### config.mk
export PLATFORM = sky130hd
export DESIGN_NAME = vga_timing_gen_flat
export DESIGN_NICKNAME = d
export VERILOG_FILES = /design/src/rtl/vga_pkg.sv /design/src/rtl/vga_timing_gen_if.sv /design/src/rtl/vga_timing_gen_wrap_counter.sv /design/src/rtl/vga_timing_gen.sv /design/src/flat_wrapper.sv
export SDC_FILE = /design/constraint.sdc
export NUM_CORES = 1
export LEC_CHECK = 0
export BUFFER_PORTS_ARGS = -buffer_cell sky130_fd_sc_hd__buf_2
export CAP_MARGIN = 20
export CORE_MARGIN = 5
export CORE_UTILIZATION = 46
export DETAILED_ROUTE_END_ITERATION = 8
export PLACE_DENSITY = 0.75
export SYNTH_ARGS = -nofsm -noshare
export SYNTH_HDL_FRONTEND = slang
export SYNTH_SLANG_ARGS = --single-unit
### constraint.sdc
create_clock -name clk -period 2.15 [get_ports clk]
set_input_delay 0.215 -clock clk [delete_from_list [all_inputs] [get_ports clk]]
set_output_delay 0.215 -clock clk [all_outputs]
set_load 0.005 [all_outputs]
### src/rtl/vga_pkg.sv
// Shared widths, types and default 800x600@72 timing for the VGA timing slice.
package vga_pkg;

  localparam int COORD_W = 11;
  localparam int RGB_W   = 12;

  localparam int DEF_H_VISIBLE = 800;
  localparam int DEF_H_FP      = 56;
  localparam int DEF_H_SYNC    = 120;
  localparam int DEF_H_BP      = 64;
  localparam int DEF_V_VISIBLE = 600;
  localparam int DEF_V_FP      = 37;
  localparam int DEF_V_SYNC    = 6;
  localparam int DEF_V_BP      = 23;

  localparam int DEF_H_TOTAL = DEF_H_VISIBLE + DEF_H_FP + DEF_H_SYNC + DEF_H_BP;
  localparam int DEF_V_TOTAL = DEF_V_VISIBLE + DEF_V_FP + DEF_V_SYNC + DEF_V_BP;

  typedef logic [COORD_W-1:0] coord_t;
  typedef logic [RGB_W-1:0]   rgb_t;

endpackage

### src/rtl/vga_timing_gen_if.sv
// Pin-side VGA bundle: registered syncs, blanking flag and colour.
interface vga_timing_gen_if;

  logic          hsync;
  logic          vsync;
  logic          video_on;
  vga_pkg::rgb_t rgb_out;

  modport master (output hsync, vsync, video_on, rgb_out);
  modport slave  (input  hsync, vsync, video_on, rgb_out);

endinterface

### src/rtl/vga_timing_gen_wrap_counter.sv
// Up-counter that wraps to zero after MAX; clr has priority over inc.
module wrap_counter #(
  parameter int WIDTH = 4,
  parameter int MAX   = 1
) (
  input  logic             clk,
  input  logic             inc,
  input  logic             clr,
  output logic [WIDTH-1:0] count,
  output logic             at_max
);

  localparam logic [WIDTH-1:0] LAST = WIDTH'(MAX);

  assign at_max = (count == LAST);

  always_ff @(posedge clk) begin
    if (clr)
      count <= '0;
    else if (inc)
      count <= at_max ? '0 : count + WIDTH'(1);
  end

endmodule

### src/rtl/vga_timing_gen.sv
// Scan counters, 1-cycle-registered sync/blank/colour stage and the
// per-N-frames move_en pulse issued at the start of vertical blank.
module vga_timing_gen import vga_pkg::*; #(
  parameter int H_VISIBLE = DEF_H_VISIBLE,
  parameter int H_FP      = DEF_H_FP,
  parameter int H_SYNC    = DEF_H_SYNC,
  parameter int H_BP      = DEF_H_BP,
  parameter int V_VISIBLE = DEF_V_VISIBLE,
  parameter int V_FP      = DEF_V_FP,
  parameter int V_SYNC    = DEF_V_SYNC,
  parameter int V_BP      = DEF_V_BP,
  parameter bit SYNC_POL  = 1'b1,
  parameter int SPEED_DIV = 1
) (
  input  logic                   clk,
  input  logic                   reset,
  input  rgb_t                   rgb_in,
  output coord_t                 X,
  output coord_t                 Y,
  output logic                   frame_tick,
  output logic                   move_en,
  vga_timing_gen_if.master       vga
);

  localparam int H_TOTAL = H_VISIBLE + H_FP + H_SYNC + H_BP;
  localparam int V_TOTAL = V_VISIBLE + V_FP + V_SYNC + V_BP;

  localparam coord_t H_VIS    = coord_t'(H_VISIBLE);
  localparam coord_t V_VIS    = coord_t'(V_VISIBLE);
  localparam coord_t HS_START = coord_t'(H_VISIBLE + H_FP);
  localparam coord_t HS_END   = coord_t'(H_VISIBLE + H_FP + H_SYNC);
  localparam coord_t VS_START = coord_t'(V_VISIBLE + V_FP);
  localparam coord_t VS_END   = coord_t'(V_VISIBLE + V_FP + V_SYNC);
  localparam coord_t FT_LINE  = coord_t'(V_VISIBLE - 1);

  // Out-of-range divisors collapse onto the legal 1..15 range (0 behaves as 1).
  localparam int DIV_N = (SPEED_DIV < 1) ? 1 : ((SPEED_DIV > 15) ? 15 : SPEED_DIV);

  logic       h_at_max;
  logic       v_at_max;
  logic       div_at_max;
  logic [3:0] div_count;
  logic       active;
  logic       in_hs;
  logic       in_vs;
  logic       tick_next;
  logic       unused_ok;

  wrap_counter #(.WIDTH(COORD_W), .MAX(H_TOTAL - 1)) u_hcount (
    .clk    (clk),
    .inc    (1'b1),
    .clr    (reset),
    .count  (X),
    .at_max (h_at_max)
  );

  wrap_counter #(.WIDTH(COORD_W), .MAX(V_TOTAL - 1)) u_vcount (
    .clk    (clk),
    .inc    (h_at_max),
    .clr    (reset),
    .count  (Y),
    .at_max (v_at_max)
  );

  wrap_counter #(.WIDTH(4), .MAX(DIV_N - 1)) u_divider (
    .clk    (clk),
    .inc    (frame_tick),
    .clr    (reset),
    .count  (div_count),
    .at_max (div_at_max)
  );

  assign active = (X < H_VIS) && (Y < V_VIS);
  assign in_hs  = (X >= HS_START) && (X < HS_END);
  assign in_vs  = (Y >= VS_START) && (Y < VS_END);

  // Next count will be (0, V_VISIBLE): register now so the pulse lines up with X/Y.
  assign tick_next = h_at_max && (Y == FT_LINE);

  assign unused_ok = ^{v_at_max, div_count};

  always_ff @(posedge clk) begin
    if (reset) begin
      vga.hsync    <= ~SYNC_POL;
      vga.vsync    <= ~SYNC_POL;
      vga.video_on <= 1'b0;
      vga.rgb_out  <= '0;
      frame_tick   <= 1'b0;
      move_en      <= 1'b0;
    end else begin
      vga.hsync    <= in_hs ? SYNC_POL : ~SYNC_POL;
      vga.vsync    <= in_vs ? SYNC_POL : ~SYNC_POL;
      vga.video_on <= active;
      vga.rgb_out  <= active ? rgb_in : '0;
      frame_tick   <= tick_next;
      move_en      <= tick_next && div_at_max;
    end
  end

endmodule

### src/flat_wrapper.sv
// flat-port wrapper written by rule: the top's interface ports become plain ports
module vga_timing_gen_flat import vga_pkg::*;
#(
  parameter int H_VISIBLE = DEF_H_VISIBLE,
  parameter int H_FP      = DEF_H_FP,
  parameter int H_SYNC    = DEF_H_SYNC,
  parameter int H_BP      = DEF_H_BP,
  parameter int V_VISIBLE = DEF_V_VISIBLE,
  parameter int V_FP      = DEF_V_FP,
  parameter int V_SYNC    = DEF_V_SYNC,
  parameter int V_BP      = DEF_V_BP,
  parameter bit SYNC_POL  = 1'b1,
  parameter int SPEED_DIV = 1
)
  (clk, reset, rgb_in, X, Y, frame_tick, move_en, vga_hsync, vga_vsync, vga_video_on, vga_rgb_out);
  vga_timing_gen_if vga_i ();
  input  logic clk;
  input  logic reset;
  input  rgb_t rgb_in;
  output coord_t X;
  output coord_t Y;
  output logic frame_tick;
  output logic move_en;
  output wire logic [$bits(vga_i.hsync)-1:0] vga_hsync;
  output wire logic [$bits(vga_i.vsync)-1:0] vga_vsync;
  output wire logic [$bits(vga_i.video_on)-1:0] vga_video_on;
  output wire logic [$bits(vga_i.rgb_out)-1:0] vga_rgb_out;
  assign vga_hsync = vga_i.hsync;
  assign vga_vsync = vga_i.vsync;
  assign vga_video_on = vga_i.video_on;
  assign vga_rgb_out = vga_i.rgb_out;
  vga_timing_gen #(.H_VISIBLE(H_VISIBLE), .H_FP(H_FP), .H_SYNC(H_SYNC), .H_BP(H_BP), .V_VISIBLE(V_VISIBLE), .V_FP(V_FP), .V_SYNC(V_SYNC), .V_BP(V_BP), .SYNC_POL(SYNC_POL), .SPEED_DIV(SPEED_DIV)) u_core (.clk(clk), .reset(reset), .rgb_in(rgb_in), .X(X), .Y(Y), .frame_tick(frame_tick), .move_en(move_en), .vga(vga_i));
endmodule
==> results list <==
- The run finished with clean final reports.
- The routed layout has 1637 vias.
- Initial antenna violation count: 0
* Placed Instance Area: approximately 2200 sq um
- Counting flops with an async set or reset pin after synthesis yields a share of 0%.
* Final worst path period need: just over 2000 ps
- Of the cells placed in the final design, the portion with a size suffix greater than 1 is slightly below 30%.
- For this run, the detailed router's first-pass iteration total came to 4.
* Number of hold buffers added after CTS: 0
* Vias in the first global route: ~1.5k
- Per-cell routed wire length: 13.7 microns
* Syn avg cell area: 9.08 sq um
- Along the worst path, the maximum fanout reaches 12.
- Number of buffers added by the clock tree synthesis step: 5
* Cell count after synthesis: roughly 200
* Number of synthesized flops with an enable pin: 0
- Final-report hold violation count: 0
- Summing every instance area after synthesis gives 1850 sq um.
- Count of distinct cell types in the synthesized netlist: 37
- The detailed router finished its first iteration with 87 violations.
* Critical Path AT: around 2300 ps
* Port buffer count: 52
* Slew at the pin closest to its max-slew limit: ~440 ps
- Number of diodes: 0
- IO Pins: 53
* Worst rel slew slack: between 70% and 80%
- Clock transition time at the flip-flop clock pins of the worst setup and hold paths: around 80 ps
- Leaving out fill and tap cells, the most frequent cell in the layout is sky130_fd_sc_hd__buf_2.
* Weighted congestion at the end of routability-driven global placement: around 0.93
- Critical Path Sink Type: flip-flop
- Final slew viol count: 0
- Sequential cell area: between 800 and 900 sq um
- The total area inside the core boundary comes to around 4000 sq um.
* # rows: 23
* RSZ-0062 raised after global routing: false
- Setup total negative slack: 0 ps
- In this run the vertical extent of the chip is between 70 and 80 microns.
- Die outline area: about 5400 sq um
- Excluding fillers, the count of instances in the completed layout stands at 314.
- Total congestion overflow after global routing: 0
- Pleak: ~1.0 nW
- Maximum number of pins on one net before global-route repair: 16
* Maximum root-to-sink buffer count: 2
* Post-route cell area: ~2300 sq um
- Worst min path class: input pin to flip-flop
- Clock Sink Count: 43
- Max-cap violations in this run came to 0.
- The H-tree was split into 2 levels.
- The critical path goes through or4b_4 -> or3_4 -> or4_1 -> a21oi_1.
* Maximum vdd drop: around 0.00038 V
- Number of buffers and inverters on the critical path: 0
* # setup viols final: 0
- Counting flops and latches in the post-synthesis netlist gives 43.
- The first global-routing pass estimated just over 7 mm of wire.
- Footprint of the multi-input gates: 922 sq um
* Crit path max-delay cell type: sky130_fd_sc_hd__or4b_4
* Commonest non-fill, non-tap cells in the layout: sky130_fd_sc_hd__buf_2 (52), sky130_fd_sc_hd__dfxtp_1 (43), sky130_fd_sc_hd__nor2_1 (22)
- Maximum clock frequency: 493 MHz
- In this design, the stage delay of the slowest critical-path cell is approximately 560 ps.
- Clock skew after layout: around 5.4 ps
- DP Wirelength: around 3.2 mm
* Setup Crit Path Kind: flip-flop to flip-flop
- After layout, the worst path uses a little over nine tenths of the clock period.
* Overall die width: 73.4 microns
- Dominant register cell in the synthesized netlist: sky130_fd_sc_hd__dfxtp_1
- Yosys warning count: 0
* Sequential area share after synthesis: 46.5%
- Global routing used 17.2% of the available tracks across all layers.
- Area growth from synthesis to layout: 25.3%
- After filler insertion, the fill cell instance count of the layout stands at 355.
* Final layout net count: around 280
- Initial core utilization: 47.0%
- Dividing total power by cell area gives a power density of between 600 and 700 nW/um^2.
- The design draws around 1.5 mW.
* DRC viols: 0
- In this run the post-CTS setup repair buffer count came out at 0.
- Data on the critical path is required at its endpoint by 2370 ps.
- TritonCTS clock tree: done
* Skew-Pair Late Insertion Delay: a little under 300 ps
- Number of nets with antenna violations after detailed routing: 0
- The tree is rooted in a sky130_fd_sc_hd__clkbuf_8.
- The final layout contains routed wiring with a total length of 4.31 mm.
- Cell family with the largest share of critical-path delay: simple AND/OR/NAND/NOR gates
* Number of nets produced by synthesis: ~220
- The worst setup path is launched from a flip-flop.
- Once placement completed, the tool counted placed cells totaling about 310.
- After detailed routing, the number of vias per cell comes to 5.21.
synth_stat cells, types with 2 or more instances:
master / count / area share, %
sky130_fd_sc_hd__dfxtp_1: 43 / 46
sky130_fd_sc_hd__nor2_1: 22 / 4.5
sky130_fd_sc_hd__nand2_1: 15 / 3.0
sky130_fd_sc_hd__a21oi_1: 13 / 3.5
sky130_fd_sc_hd__and2_1: 12 / 4.1
sky130_fd_sc_hd__nand3_1: 9 / 2.4
sky130_fd_sc_hd__clkbuf_1: 8 / 1.6
sky130_fd_sc_hd__o21ai_0: 7 / 1.9
sky130_fd_sc_hd__xor2_1: 7 / 3.3
sky130_fd_sc_hd__ha_1: 6 / 4.1
sky130_fd_sc_hd__inv_1: 6 / 1.2
sky130_fd_sc_hd__nand4_1: 5 / 1.7
sky130_fd_sc_hd__xnor2_1: 5 / 2.4
sky130_fd_sc_hd__nor3_1: 4 / 1.1
sky130_fd_sc_hd__nor3b_1: 4 / 1.6
sky130_fd_sc_hd__o31ai_1: 4 / 1.6
sky130_fd_sc_hd__or4_1: 4 / 1.6
sky130_fd_sc_hd__and3_1: 3 / 1.0
sky130_fd_sc_hd__and4_1: 3 / 1.4
sky130_fd_sc_hd__nor4_1: 3 / 1.0
sky130_fd_sc_hd__buf_6: 2 / 1.2
sky130_fd_sc_hd__nor4b_1: 2 / 0.95
sky130_fd_sc_hd__or3_1: 2 / 0.68
sky130_fd_sc_hd__or3b_2: 2 / 0.95
worst paths after layout:
check	startpoint	to	slack [ps]	depth (start not counted)
hold reg to reg	u_core.u_hcount.count[0]	u_core.u_hcount.count[0]	500	1
setup / recovery	u_core.u_hcount.count[9]	u_core.u_vcount.count[7]	120	4
hold / removal	rgb_in[8]	u_core.vga.rgb_out[8]	120	2
setup reg to reg	u_core.u_hcount.count[9]	u_core.u_vcount.count[7]	120	4
cell type report:
| cell class | count | area share [%] |
|---|---|---|
| Multi-Input combinational cell | 145 | 39.7 |
| Sequential cell | 43 | 37.1 |
| Timing Repair Buffer | 62 | 14.4 |
| Clock buffer | 6 | 3.56 |
| Tap cell | 50 | 2.70 |
| Clock inverter | 2 | 1.51 |
| Inverter | 6 | 0.970 |
metrics by stage:
stage	util, %	worst slack, ps	hold slack (ps)
floorplan	-	64.4	294
global placement	55.7	202	414
detailed placement	55.7	157	420
CTS	58.7	134	115
global route	58.9	52.8	106
finish	58.9	123	118
report_power, final:
part | switching [mW] | leakage (nW) | total, mW | internal (mW)
clock | 0.269 | 0.0612 | 0.644 | 0.376
sequential | 0.00856 | 0.351 | 0.822 | 0.813
combinational | 0.0308 | 0.591 | 0.0642 | 0.0334
repair_timing:
item                                    CTS  global route
endpoints found under the setup margin    0             1
resized for setup                         0             1
endpoints found under the hold margin     0             0
sequential cells by signal (all words and copies together), names as in the netlist:
register,cells
u_core.vga.hsync,1
u_core.vga.rgb_out,12
u_core.vga.video_on,1
u_core.move_en,1
u_core.u_divider.count,4
u_core.u_hcount.count,11
u_core.vga.vsync,1
u_core.frame_tick,1
u_core.u_vcount.count,11
routing by layer:
layer	share of wire, %	vias to the layer above	routed length (microns)	track usage [%]
li1	-	828	-	-
met1	42	777	1800	21.5
met2	52	28	2250	28.6
met3	5.0	4	214	4.79
met4	1.1	0	47	5.03
met5	0	-	0	0
worst register-to-register path: cells and delay by family, from the launching register on:
kind / cells / cell delay, ps
simple gates: 3 / 1490
flops: 1 / 330
compound gates: 1 / 150
cell families (layout without fill, tap and decap cells):
kind of cell             after synthesis  after routing  share of synthesized area (%)
AND/OR/NAND/NOR                       97             97                           29.5
flip-flops                            43             43                           46.5
AO/OA/AOI/OAI                         28             28                           9.12
buffers and inverters                 16             76                           4.05
XOR/XNOR                              12             12                           5.68
adder cells (fa/ha/maj)                6              6                           4.05
multiplexers                           2              2                           1.15
(Power assumes the default switching activity.)
